==> src/rtl/branch_predictor.sv <==
// Tournament branch predictor: local, gshare and chooser 2-bit counter tables, trained at commit.
// Optional statistics counters are enabled by defining BRANCH_PREDICTOR_STATS_EN.
module branch_predictor #(
  parameter int LOCAL_WIDTH = 6
) (
  input  logic                   clk_in,
  input  logic                   rst_in_n,
  input  logic                   rdy_in,
  input  logic                   clear_signal,
  input  logic                   query_valid,
  input  logic [31:0]            query_pc,
  output logic                   pred_valid,
  output logic                   pred_taken,
  output logic [LOCAL_WIDTH-1:0] pred_addr,
  output logic [1:0]             pred_selection,
  input  logic                   predictor_signal,
  input  logic                   predictor_branch,
  input  logic [LOCAL_WIDTH-1:0] predictor_addr,
  input  logic [1:0]             predictor_selection
`ifdef BRANCH_PREDICTOR_STATS_EN
  ,
  output logic [31:0]            stat_total,
  output logic [31:0]            stat_miss
`endif
);

  localparam int TABLE_SIZE = 1 << LOCAL_WIDTH;

  logic [1:0]             localTable_q   [TABLE_SIZE];
  logic [1:0]             globalTable_q  [TABLE_SIZE];
  logic [1:0]             chooserTable_q [TABLE_SIZE];
  logic [LOCAL_WIDTH-1:0] ghr_q;
  logic [LOCAL_WIDTH-1:0] ghr_d;

  logic                   predValid_q;
  logic                   predTaken_q;
  logic [LOCAL_WIDTH-1:0] predAddr_q;
  logic [1:0]             predSelection_q;
  logic                   predValid_d;
  logic                   predTaken_d;
  logic [LOCAL_WIDTH-1:0] predAddr_d;
  logic [1:0]             predSelection_d;

  logic [LOCAL_WIDTH-1:0] queryIdx;
  logic [LOCAL_WIDTH-1:0] queryGlobalIdx;
  logic                   queryLocalPred;
  logic                   queryGlobalPred;
  logic                   queryUseGlobal;

  logic [LOCAL_WIDTH-1:0] updGlobalIdx;
  logic [1:0]             localNext_d;
  logic [1:0]             globalNext_d;
  logic [1:0]             chooserNext_d;
  logic                   chooserWrite;

  logic                   unusedPcBits;

  function automatic logic [1:0] satUpdate(input logic [1:0] cnt, input logic up);
    logic [1:0] res;
    if (up) res = (cnt == 2'b11) ? 2'b11 : cnt + 2'd1;
    else    res = (cnt == 2'b00) ? 2'b00 : cnt - 2'd1;
    return res;
  endfunction

  assign unusedPcBits = ^{query_pc[31:LOCAL_WIDTH+2], query_pc[1:0]};

  // Query path reads only registered state, so a same-cycle update is never bypassed.
  always_comb begin
    queryIdx        = query_pc[LOCAL_WIDTH+1:2];
    queryGlobalIdx  = queryIdx ^ ghr_q;
    queryLocalPred  = localTable_q[queryIdx][1];
    queryGlobalPred = globalTable_q[queryGlobalIdx][1];
    queryUseGlobal  = chooserTable_q[queryIdx][1];
  end

  always_comb begin
    predValid_d     = 1'b0;
    predTaken_d     = predTaken_q;
    predAddr_d      = predAddr_q;
    predSelection_d = predSelection_q;
    if (query_valid && !clear_signal) begin
      predValid_d     = 1'b1;
      predTaken_d     = queryUseGlobal ? queryGlobalPred : queryLocalPred;
      predAddr_d      = queryIdx;
      predSelection_d = {queryLocalPred, queryGlobalPred};
    end
  end

  // The chooser only learns when the two components disagreed at query time.
  always_comb begin
    updGlobalIdx  = predictor_addr ^ ghr_q;
    localNext_d   = satUpdate(localTable_q[predictor_addr], predictor_branch);
    globalNext_d  = satUpdate(globalTable_q[updGlobalIdx], predictor_branch);
    chooserWrite  = predictor_selection[1] != predictor_selection[0];
    chooserNext_d = satUpdate(chooserTable_q[predictor_addr],
                              predictor_selection[0] == predictor_branch);
    ghr_d         = {ghr_q[LOCAL_WIDTH-2:0], predictor_branch};
  end

  always_ff @(posedge clk_in or negedge rst_in_n) begin
    if (!rst_in_n) begin
      for (int i = 0; i < TABLE_SIZE; i++) begin
        localTable_q[i]   <= 2'b01;
        globalTable_q[i]  <= 2'b01;
        chooserTable_q[i] <= 2'b10;
      end
      ghr_q <= '0;
    end else if (rdy_in && predictor_signal) begin
      localTable_q[predictor_addr] <= localNext_d;
      globalTable_q[updGlobalIdx]  <= globalNext_d;
      if (chooserWrite) chooserTable_q[predictor_addr] <= chooserNext_d;
      ghr_q <= ghr_d;
    end
  end

  always_ff @(posedge clk_in or negedge rst_in_n) begin
    if (!rst_in_n) begin
      predValid_q     <= 1'b0;
      predTaken_q     <= 1'b0;
      predAddr_q      <= '0;
      predSelection_q <= 2'b00;
    end else if (rdy_in) begin
      predValid_q     <= predValid_d;
      predTaken_q     <= predTaken_d;
      predAddr_q      <= predAddr_d;
      predSelection_q <= predSelection_d;
    end
  end

  assign pred_valid     = predValid_q;
  assign pred_taken     = predTaken_q;
  assign pred_addr      = predAddr_q;
  assign pred_selection = predSelection_q;

`ifdef BRANCH_PREDICTOR_STATS_EN
  logic [31:0] statTotal_q;
  logic [31:0] statMiss_q;
  logic        statChosen;

  // Miss accounting uses the chooser value before this commit's training.
  assign statChosen = chooserTable_q[predictor_addr][1] ? predictor_selection[0]
                                                        : predictor_selection[1];

  always_ff @(posedge clk_in or negedge rst_in_n) begin
    if (!rst_in_n) begin
      statTotal_q <= '0;
      statMiss_q  <= '0;
    end else if (rdy_in && predictor_signal) begin
      statTotal_q <= statTotal_q + 32'd1;
      if (statChosen != predictor_branch) statMiss_q <= statMiss_q + 32'd1;
    end
  end

  assign stat_total = statTotal_q;
  assign stat_miss  = statMiss_q;
`endif

endmodule

==> config.mk <==
export PLATFORM = sky130hd
export DESIGN_NAME = branch_predictor
export DESIGN_NICKNAME = d
export VERILOG_FILES = /design/src/rtl/branch_predictor.sv
export SDC_FILE = /design/constraint.sdc
export NUM_CORES = 1
export LEC_CHECK = 0
export CAP_MARGIN = 20
export CORE_MARGIN = 5
export CORE_UTILIZATION = 35
export DETAILED_ROUTE_END_ITERATION = 6
export HOLD_SLACK_MARGIN = 0.1
export PLACE_DENSITY = 0.49
export SETUP_SLACK_MARGIN = 0.05
export SYNTH_ARGS = -nofsm -noshare
export SYNTH_HDL_FRONTEND = slang
export SYNTH_SLANG_ARGS = --single-unit
==> constraint.sdc <==
create_clock -name clk_in -period 5.35 [get_ports clk_in]
set_clock_uncertainty 0.2 [all_clocks]
set_input_delay 0.535 -clock clk_in [delete_from_list [all_inputs] [get_ports clk_in]]
set_output_delay 0.535 -clock clk_in [all_outputs]
set_load 0.01 [all_outputs]
==> run summary, run 1 <==
Run status: finished clean
Overflow left after global routing: 0
Initial core utilization: 0.3520
Power density relative to cell area: 375.2 nW/um^2
Worst slew margin relative to its limit: 0.2405
Post-DP Area: 22470 um^2
Clock-pin transition on the worst setup and hold timing paths: 0.06 ns
Maximum clock rate: 223.5 MHz
Final setup slack of the worst path: 0.8761 ns
Top cells by area in the synthesized netlist: dfrtp_1 (25%), dfstp_2 (24%), mux2_2 (16%)
Detailed Route Iter0 Violations: 851
DR vias/cell: 5.614
Setup violations, final: 0
Final std cells w/o fill: 2604
Proportion of netlist area held by the largest area contributor: 0.2459
Worst setup slack after placement: 0.7785 ns
DRC errors left: 0
Reg2Reg Launch Point: ghr_q[0]$_DFFE_PN0P_
Hold Path Sink: globalTable_q[52]$_DFFE_PN1P_
Pin count of the biggest net entering global routing: 123
Met1 layer usage reported by global route: 0.2710
Post-DR wirelength/cell: 25.06 um
Clock insertion delay at the later pin of the skew report: 0.59 ns
Cells on worst reg2reg path: 9
Most frequent cells after synthesis: nand2_1 (311), mux2_2 (301), dfrtp_1 (208)
Number of H-tree levels: 2
Dpl hpwl: 43420 um
Antenna violations before repair: 0
Setup repair after global routing missed its margin: no
Class of the most critical hold timing path: reg -> reg
Area Growth Syn to Fin: 14.08%
Cell accounting for the most synthesized area: dfrtp_1
Layout cell share with drive strength beyond 1: 0.4539
Cell with the most instances after synthesis: nand2_1
Min-delay src: globalTable_q[52]$_DFFE_PN1P_
First-pass GRT wire length: 100700 um
FF-to-FF End: globalTable_q[75]$_DFFE_PN0P_
WL final: 65260 um
Arrival time at the worst endpoint: 4.74 ns
Critical-path top delay cell: a2111oi_0
Height of the die: 255.9 um
Clock sinks: 400
Mapped Avg Cell Area: 12.01 um^2
Placeable core area: 60130 um^2
Overall Global Routing Usage: 0.1976
Number of maximum-capacitance violations: 0
Standard-cell rows: 90
Met3 capacity usage during global routing: 0.02910
Via count of the first global-routing pass: 15248
Transition at the pin with the smallest max-transition slack: 1.138 ns
Mapped Cells: 1763
Buffers on Ports: 30
Number of placed cells counting well taps: 2517
Total number of nets in the final design: 1831
Final TNS setup: 0 ns
Number of nets with antenna violations after detailed routing: 0
Min cycle time layout: 4.474 ns
Final count of pins violating max slew: 0
Yosys Warn Count: 0
Buffer levels on the longest clock path: 3
Register area share after synthesis: 0.4843
WHS Path Cells: 2
Critical path fanouts, max: 19
CP Capture Type: register
Drt pass-1 iters: 4
Asr flop ratio synth: 1.000
Worst R2R Setup Slack: 0.88 ns
Global-route met2 utilization: 0.3291
Number of cells upsized or downsized after cts: 0
Critical path launch point type: register
Count of filler cells inserted in the layout: 5755
Overall die width: 255.9 um
Post-synthesis sequential element count: 400
Buffer cell driving the clock tree root: clkbuf_16
Post-route clock period utilization: 0.8362
Total vias in the final route: 14620
Number of synthesized flops with an enable pin: 0
Buffer count from post-CTS setup fixing: 0
Slowest cell delay on critical path: 0.83 ns
Area enclosed by the die boundary: 65490 um^2
Final-report hold violation count: 0
Net count of the mapped netlist: 1810
Number of CTS-inserted buffers: 46
Ports placed on the boundary: 57
Sequence of cells on the critical path: xor2_4 > mux2_2 > a221o_1 > a2111oi_0 > a311oi_1 > o22ai_1 > maj3_2 > buf_4 > o21ai_0
Required time reported for the critical path endpoint: 5.61 ns
Gr busiest metal: met2
Static leakage power: 0.009821 uW
Worst ir drop on vdd: 0.0002263 V
ANT cells: 0
Final design area excluding fillers: 24140 um^2
Post-synthesis instance area: 21170 um^2
Top_reg_cell synth: dfrtp_1
Startpoint-to-endpoint class of the critical path: reg -> reg
Count of cell types in the netlist: 70
Routability-driven placement congestion ratio: 0.8418
CTS tree: built
-- state kept, by name, indices dropped and copies added, names as in the netlist --
register        count
chooserTable_q    128
localTable_q      128
pred_valid          1
pred_addr           6
pred_taken          1
pred_selection      2
globalTable_q     128
ghr_q               6
-- repair_timing --
item	in CTS	in global routing
endpoints found under the hold margin	47	0
endpoints found under the setup margin	0	0
hold buffers	1	0
-- cell families after synthesis --
logic type                 count (synthesis)  synth area share
muxes                                    432            0.2824
and+or+nand+nor                          506           0.09843
AOI/OAI and AO/OA                        276           0.09287
DFF                                      400            0.4843
adders and majority gates                  6          0.003192
xor gates and xnor gates                  21          0.009932
buffers and inverters                    122           0.02891
-- cells in the final DEF, fill, tap and decap left out, types with 7 or more instances in the layout --
cell type	count
nor3_1	8
nor2_1	124
a221oi_1	23
dfstp_2	192
nand2_1	311
xor2_1	7
a21oi_1	25
buf_12	9
mux2_2	301
clkbuf_16	48
o221ai_1	8
clkinv_2	12
dfrtp_1	208
o21ai_0	77
mux2i_1	29
nand3_1	15
mux4_2	98
clkdlybuf4s50_1	24
clkbuf_8	13
o21ai_2	60
a22oi_1	25
buf_4	51
-- worst max path at each step --
stage | from | end
6_report | ghr_q[0]$_DFFE_PN0P_ | globalTable_q[75]$_DFFE_PN0P_
5_1_grt | ghr_q[0]$_DFFE_PN0P_ | globalTable_q[75]$_DFFE_PN0P_
4_1_cts | ghr_q[0]$_DFFE_PN0P_ | globalTable_q[81]$_DFFE_PN0P_
3_5_place_dp | predictor_addr[0] | globalTable_q[81]$_DFFE_PN0P_
3_3_place_gp | predictor_addr[0] | globalTable_q[79]$_DFFE_PN0P_
2_1_floorplan | query_pc[2] | pred_taken$_DFFE_PN0P_
-- critical path: cells and delay by family, from the launching register on --
kind	cells	cell delay, ns
flops	1	0.58
buf+inv	1	0.28
mux	1	0.41
xor+xnor	1	0.77
compound gates	5	1.60
fa+ha+maj	1	0.48
-- per-layer routing --
metal	vias to the layer above	wire length [um]
met4	0	1887
met2	376	31860
li1	6507	-
met1	7634	28510
met5	-	0
met3	103	3009
-- report_power, final --
group | internal, uW | switching [uW]
Combinational | 711 | 1120
Clock | 2110 | 1340
Sequential | 3530 | 242
-- per-stage QoR --
stage | hold slack (ns) | util | power [uW]
6_report | 0.2684 | 0.4015 | 9059
5_1_grt | 0.2808 | 0.4015 | 9483
3_3_place_gp | 0.2575 | 0.3736 | 5621
2_1_floorplan | 0.03941 | - | 4991
4_1_cts | 0.2712 | 0.4015 | 9168
3_5_place_dp | 0.2629 | 0.3736 | 5675
-- cell type report --
| class | count | area, um^2 | area share |
|---|---|---|---|
| Clock buffer | 66 | 1399 | 0.05794 |
| Clock inverter | 20 | 269.0 | 0.01114 |
| Inverter | 6 | 22.52 | 0.0009328 |
| Multi-Input combinational cell | 1241 | 10380 | 0.4300 |
| Sequential cell | 400 | 10250 | 0.4245 |
| Tap cell | 782 | 978.4 | 0.04052 |
| Timing Repair Buffer | 89 | 843.3 | 0.03493 |
Note: power is estimated with default switching activity, not from simulation.
==> run 2: changes to the inputs <==
==> constraint.sdc (replaced) <==
create_clock -name clk_in -period 4.3 [get_ports clk_in]
set_clock_uncertainty 0.2 [all_clocks]
set_input_delay 0.43 -clock clk_in [delete_from_list [all_inputs] [get_ports clk_in]]
set_output_delay 0.43 -clock clk_in [all_outputs]
set_load 0.01 [all_outputs]
==> run 2 against run 1 <==
Compared with the run above: register-to-register slack lost 0.52 ns; critical path depth is 1 higher; first-iteration DRC count up 2.0%; maximum frequency grew 14%; flip-flop and latch count stayed put; combinational power is 25% higher; final cell count rose by 1.4%; critical path type unchanged; critical endpoint is now globalTable_q[48]$_DFFE_PN1P_.
==> run summary, run 2 (synthesis results as in run 1) <==
Clock-pin transition on the worst setup and hold timing paths: 0.06 ns (about the same)
DR WL met3: 2985 um (-0.80%)
Placeable core area: 60130 um^2 (unchanged)
CP Capture Type: register
Min cycle time layout: 3.939 ns (-0.5346 ns)
Leading cell type in the layout, fill and taps excluded: nand2_1
Buffers on Ports: 30 (unchanged)
Arrival time at the worst endpoint: 4.23 ns (-0.51 ns)
Relative contribution of the clock network to total power: 0.359 (-0.022)
Net switching power figure: 3306 uW (+22%)
Final TNS setup: 0 ns (unchanged)
Pin count of the biggest net entering global routing: 93 (-24%)
Metal1 wirelength: 28810 um (+1.1%)
Power density relative to cell area: 449.4 nW/um^2 (+20%)
Total number of nets in the final design: 1869 (+2.1%)
Post-DP Area: 22780 um^2 (+1.4%)
Overflow left after global routing: 0 (unchanged)
Crit-path leading delay family: compound AO/OA/AOI/OAI gates
Amount of wire on met2 after detailed routing: 31350 um (-1.6%)
Area enclosed by the die boundary: 65490 um^2 (unchanged)
DRC errors left: 0 (unchanged)
Slowest cell delay on critical path: 0.61 ns (-0.22 ns)
Required time reported for the critical path endpoint: 4.59 ns (-1.02 ns)
Sw frac: 0.3030 (+0.004551)
Share of power burned in combinational logic: 0.210 (+0.008)
Buffer levels on the longest clock path: 3 (unchanged)
Ports placed on the boundary: 57 (unchanged)
Number of H-tree levels: 2 (unchanged)
Worst ir drop on vdd: 0.0002914 V (+29%)
Hold buffer count at cts: 1 (unchanged)
Final count of pins violating max slew: 0 (unchanged)
Critical path launch point type: register
Most frequent cells in the layout: nand2_1 (311), mux2_2 (301), dfrtp_1 (208), dfstp_2 (192), nor2_1 (124)
Register share of total power: 0.431 (+0.014)
Class of the most critical hold timing path: reg -> reg
Dpl hpwl: 44530 um (+2.6%)
Number of placed cells counting well taps: 2555 (+1.5%)
Post-DR wirelength/cell: 24.57 um (-2.0%)
First-pass GRT wire length: 99610 um (-1.1%)
Setup violations, final: 0 (unchanged)
Clock insertion delay at the later pin of the skew report: 0.58 ns (about the same)
Final-report hold violation count: 0 (unchanged)
Antenna violations before repair: 1 (+1)
Clock sinks: 400 (unchanged)
Detailed Route Iter0 Violations: 868 (+2.0%)
Buffer cell driving the clock tree root: clkbuf_16
Cell-internal power: 7606 uW (+20%)
Run status: finished clean
Routability-driven placement congestion ratio: 0.8249 (-2.0%)
Area Growth Syn to Fin: 14.73%
Transition at the pin with the smallest max-transition slack: 0.9497 ns (-0.1886 ns)
Final std cells w/o fill: 2641 (+1.4%)
Number of CTS-inserted buffers: 46 (unchanged)
Via count of the first global-routing pass: 15584 (+2.2%)
Standard-cell rows: 90 (unchanged)
DR vias/cell: 5.562 (-0.93%)
Buffer count from post-CTS setup fixing: 0 (unchanged)
Setup repair after global routing missed its margin: no
Top routing layer used: met4
Number of nets with antenna violations after detailed routing: 0 (unchanged)
Startpoint-to-endpoint class of the critical path: reg -> reg
WL final: 64880 um (-0.58%)
Maximum clock rate: 253.9 MHz (+14%)
Multi-input gate area: 10360 um^2 (-0.19%)
Static leakage power: 0.009923 uW (+1.0%)
Overall die width: 255.9 um (unchanged)
Buf/Inv on CP: 2 (+1)
Sequence of cells on the critical path: xor2_4 > buf_4 > mux2_2 > a221o_1 > a221oi_1 > nor3_1 > o22ai_1 > maj3_4 > buf_12 > o21ai_2
Overall Global Routing Usage: 0.1958 (-0.001865)
Registers with the highest flip-flop counts: chooserTable_q (128), globalTable_q (128), localTable_q (128)
Number of maximum-capacitance violations: 0 (unchanged)
Count of filler cells inserted in the layout: 5815 (+1.0%)
Critical-path top delay cell: dfrtp_1
Critical path fanouts, max: 36 (+17)
ANT cells: 0 (unchanged)
Final design area excluding fillers: 24280 um^2 (+0.58%)
Worst slew margin relative to its limit: 0.3620 (+0.1215)
CTS tree: built
Total vias in the final route: 14690 (+0.48%)
Area taken by flip-flops and latches: 10250 um^2 (unchanged)
Initial core utilization: 0.3520 (unchanged)
Drt pass-1 iters: 5 (+1)
Height of the die: 255.9 um (unchanged)
Post-route clock period utilization: 0.9161 (+0.07987)
Layout cell share with drive strength beyond 1: 0.4567 (+0.002800)
Number of cells upsized or downsized after cts: 0 (unchanged)
run 2: final timing paths:
kind | startpoint | end | slack, ns | depth (start not counted)
max in group asynchronous | rst_in_n | localTable_q[2]$_DFFE_PN1P_ | 2.55 | 3
min in group asynchronous | rst_in_n | globalTable_q[41]$_DFFE_PN0P_ | 0.30 | 2
min | globalTable_q[56]$_DFFE_PN1P_ | globalTable_q[56]$_DFFE_PN1P_ | 0.27 | 2
max | ghr_q[0]$_DFFE_PN0P_ | globalTable_q[48]$_DFFE_PN1P_ | 0.36 | 10
min reg2reg | globalTable_q[56]$_DFFE_PN1P_ | globalTable_q[56]$_DFFE_PN1P_ | 0.27 | 2
max reg2reg | ghr_q[0]$_DFFE_PN0P_ | globalTable_q[48]$_DFFE_PN1P_ | 0.36 | 10
run 2: per-layer routing:
| metal | global-route usage | vias to the layer above |
|---|---|---|
| met4 | 0.05622 | 0 |
| met5 | 0 | - |
| met1 | 0.2691 | 7622 |
| met3 | 0.02713 | 113 |
| met2 | 0.3265 | 373 |
| li1 | - | 6582 |
run 2: per-stage QoR:
step | setup WS [ns] | utilization | hold slack (ns) | power (uW)
floorplan | 0.6728 | - | -0.06559 | 6210
global placement | 0.3541 | 0.3789 | 0.2579 | 7013
detailed placement | 0.3293 | 0.3789 | 0.2626 | 7069
CTS | 0.3042 | 0.4038 | 0.2710 | 11040
global route | 0.08038 | 0.4038 | 0.2781 | 11420
finish | 0.3607 | 0.4038 | 0.2687 | 10910
run 2: worst register-to-register path: stages (launching register included):
cell and delay, ns:
dfrtp_1 0.61, xor2_4 0.40, buf_4 0.32, mux2_2 0.37, a221o_1 0.34, a221oi_1 0.33
nor3_1 0.15, o22ai_1 0.25, maj3_4 0.43, buf_12 0.30, o21ai_2 0.15
run 2: final cells by class:
cell class,count,area share
multi-input combinational,1241,0.4267
sequential,400,0.4221
clock buffer,73,0.05657
timing repair buffer,127,0.04854
tap,782,0.04029
clock inverter,12,0.004843
inverter,6,0.0009275
run 2: power groups by stage:
stage               clock (uW)  combinational [uW]  sequential, uW
floorplan                    0                1570            4640
global placement             0                2280            4740
detailed placement           0                2310            4760
CTS                       4020                2320            4700
global route              4160                2490            4760
finish                    3920                2290            4700
==> run 3: changes to the inputs <==
--- a/config.mk
+++ b/config.mk
@@ -8,8 +8,8 @@
 export CAP_MARGIN = 20
 export CORE_MARGIN = 5
 export CORE_UTILIZATION = 35
+export CTS_CLUSTER_DIAMETER = 40
 export DETAILED_ROUTE_END_ITERATION = 6
-export HOLD_SLACK_MARGIN = 0.1
 export PLACE_DENSITY = 0.49
 export SETUP_SLACK_MARGIN = 0.05
 export SYNTH_ARGS = -nofsm -noshare
==> run 3 against run 2 <==
Compared with the run above: design area up 3.8%; die area unchanged; register-to-register slack worse by 0.03 ns; worst hold slack worse by 0.0015 ns; sequential power about the same; final cell count up 1.6%; flip-flop and latch count unchanged; core utilization up 1.5 points; routed wire length up 0.94%; critical path depth unchanged; total power up 16%; critical endpoint is now globalTable_q[54]$_DFFE_PN1P_.
==> run summary, run 3 (synthesis results as in run 1) <==
Final Util: 0.4193 (+0.01546)
Depth of the critical timing path with buffers and inverters included: 10 (unchanged)
Final count of pins violating max slew: 0 (unchanged)
CP Capture Type: register
Area enclosed by the die boundary: 65490 um^2 (unchanged)
ANT cells: 0 (unchanged)
Number of H-tree levels: 3 (+1)
Required time reported for the critical path endpoint: 4.60 ns (about the same)
Number of nets with antenna violations after detailed routing: 0 (unchanged)
Clock insertion delay at the later pin of the skew report: 0.61 ns (+0.03 ns)
Leading cell type in the layout, fill and taps excluded: nand2_1
Final-report hold violation count: 0 (unchanged)
WL final: 65500 um (+0.94%)
Ports placed on the boundary: 57 (unchanged)
Final design area excluding fillers: 25210 um^2 (+3.8%)
Critical path launch point type: register
DR vias/cell: 5.576 (+0.25%)
Final TNS setup: 0 ns (unchanged)
Hold Path Sink: globalTable_q[56]$_DFFE_PN1P_
Critical path fanouts, max: 36 (unchanged)
Arrival time at the worst endpoint: 4.26 ns (+0.03 ns)
Overall die width: 255.9 um (unchanged)
Critical-path top delay cell: dfrtp_1
Slowest cell delay on critical path: 0.62 ns (about the same)
Overflow left after global routing: 0 (unchanged)
Placeable core area: 60130 um^2 (unchanged)
Setup violations, final: 0 (unchanged)
Clock sinks: 400 (unchanged)
Cells on worst reg2reg path: 10 (unchanged)
Total vias in the final route: 14966 (+1.9%)
Detailed Route Iter0 Violations: 959 (+10%)
Run status: finished clean
CTS tree: built
Sw frac: 0.2903 (-0.01270)
Min-delay src: globalTable_q[56]$_DFFE_PN1P_
Register share of total power: 0.371 (-0.060)
Worst setup slack after placement: 0.3293 ns (unchanged)
Buffer levels on the longest clock path: 3 (unchanged)
Reg2Reg Launch Point: ghr_q[0]$_DFFE_PN0P_
Static leakage power: 0.01037 uW (+4.5%)
Via count of the first global-routing pass: 15773 (+1.2%)
FF-to-FF End: globalTable_q[54]$_DFFE_PN1P_
Worst ir drop on vdd: 0.0003516 V (+21%)
Sequence of cells on the critical path: xor2_4 > buf_4 > mux2_2 > a221o_1 > a221oi_1 > nor3_1 > o22ai_1 > maj3_4 > buf_12 > o21ai_2
Clock-pin transition on the worst setup and hold timing paths: 0.05 ns (about the same)
Registers with the highest flip-flop counts: chooserTable_q (128), globalTable_q (128), localTable_q (128)
Standard-cell rows: 90 (unchanged)
Number of CTS-inserted buffers: 69 (+50%)
DRC errors left: 0 (unchanged)
Most frequent cells in the layout: nand2_1 (311), mux2_2 (301), dfrtp_1 (208), dfstp_2 (192), nor2_1 (124)
Buffer count from post-CTS setup fixing: 0 (unchanged)
Post-DP Area: 22780 um^2 (unchanged)
Buffer cell driving the clock tree root: clkbuf_16
Worst R2R Setup Slack: 0.33 ns (-0.03 ns)
Net switching power figure: 3684 uW (+11%)
Routability-driven placement congestion ratio: 0.8249 (unchanged)
Drt pass-1 iters: 7 (+2)
WHS Path Cells: 2 (unchanged)
Crit-path leading delay family: compound AO/OA/AOI/OAI gates
Power density relative to cell area: 503.4 nW/um^2 (+12%)
Startpoint-to-endpoint class of the critical path: reg -> reg
Layout cell share with drive strength beyond 1: 0.4732 (+0.01649)
Total number of nets in the final design: 1892 (+1.2%)
Area Growth Syn to Fin: 19.12%
Buf/Inv on CP: 2 (unchanged)
Dpl hpwl: 44530 um (unchanged)
Relative contribution of the clock network to total power: 0.449 (+0.090)
Share of power burned in combinational logic: 0.181 (-0.029)
Buffers on Ports: 30 (unchanged)
Pin count of the biggest net entering global routing: 93 (unchanged)
Transition at the pin with the smallest max-transition slack: 0.9000 ns (-0.04975 ns)
Post-DR wirelength/cell: 24.40 um (-0.67%)
Worst slew margin relative to its limit: 0.3954 (+0.03342)
Cell-internal power: 9007 uW (+18%)
Class of the most critical hold timing path: reg -> reg
Overall Global Routing Usage: 0.1989 (+0.003128)
Height of the die: 255.9 um (unchanged)
Post-route clock period utilization: 0.9224 (+0.006271)
Setup repair after global routing missed its margin: no
First-pass GRT wire length: 100600 um (+1.0%)
Antenna violations before repair: 0 (-1)
Final setup slack of the worst path: 0.3338 ns (-0.02696 ns)
Initial core utilization: 0.3520 (unchanged)
Min cycle time layout: 3.966 ns (+0.02696 ns)
Maximum clock rate: 252.1 MHz (-0.68%)
Total power of the final layout: 12690 uW (+16%)
Number of maximum-capacitance violations: 0 (unchanged)
[run 3: how the worst max path moves through the flow]
stage	start	endpoint
2_1_floorplan	query_pc[2]	pred_taken$_DFFE_PN0P_
3_3_place_gp	ghr_q[0]$_DFFE_PN0P_	globalTable_q[60]$_DFFE_PN1P_
3_5_place_dp	ghr_q[0]$_DFFE_PN0P_	globalTable_q[38]$_DFFE_PN1P_
4_1_cts	ghr_q[0]$_DFFE_PN0P_	globalTable_q[54]$_DFFE_PN1P_
5_1_grt	ghr_q[0]$_DFFE_PN0P_	globalTable_q[54]$_DFFE_PN1P_
6_report	ghr_q[0]$_DFFE_PN0P_	globalTable_q[54]$_DFFE_PN1P_
[run 3: power by group through the flow]
stage / Sequential, uW / Clock, uW / Combinational [uW]
finish: 4700 / 5690 / 2290
global route: 4770 / 5990 / 2490
CTS: 4710 / 5830 / 2320
detailed placement: 4760 / 0 / 2310
global placement: 4740 / 0 / 2280
floorplan: 4640 / 0 / 1570
[run 3: worst reg2reg max path, cell delays in order (launching register included)]
cell and delay [ns]:
dfrtp_1 0.62, xor2_4 0.41, buf_4 0.32, mux2_2 0.36, a221o_1 0.34, a221oi_1 0.32
nor3_1 0.16, o22ai_1 0.25, maj3_4 0.43, buf_12 0.31, o21ai_2 0.15
[run 3: layout make-up]
| cell class | count | area (um^2) |
|---|---|---|
| Fill cell | 5693 | 34920 |
| Multi-Input combinational cell | 1241 | 10360 |
| Inverter | 6 | 22.52 |
| Sequential cell | 400 | 10250 |
| Tap cell | 782 | 978.4 |
| Clock inverter | 36 | 424.2 |
| Timing Repair Buffer | 127 | 1179 |
| Clock buffer | 92 | 1997 |
[run 3: per-layer routing]
| metal | track usage | wire length, um |
|---|---|---|
| met5 | 0 | 0 |
| met4 | 0.05952 | 1930 |
| met3 | 0.03640 | 3412 |
| met2 | 0.3279 | 31690 |
| met1 | 0.2699 | 28470 |
[run 3: repair_timing]
item	in CTS	in global routing
gates resized for setup	0	0
hold buffers	1	0
endpoints found under the hold margin	43	0
[run 3: through the flow]
step / hold WS (ns) / cells
after detailed placement: 0.2626 / 2555
final: 0.2672 / 2684
after floorplan: -0.06559 / 1763
after global placement: 0.2579 / 2555
after global routing: 0.2761 / 2684
after CTS: 0.2699 / 2684
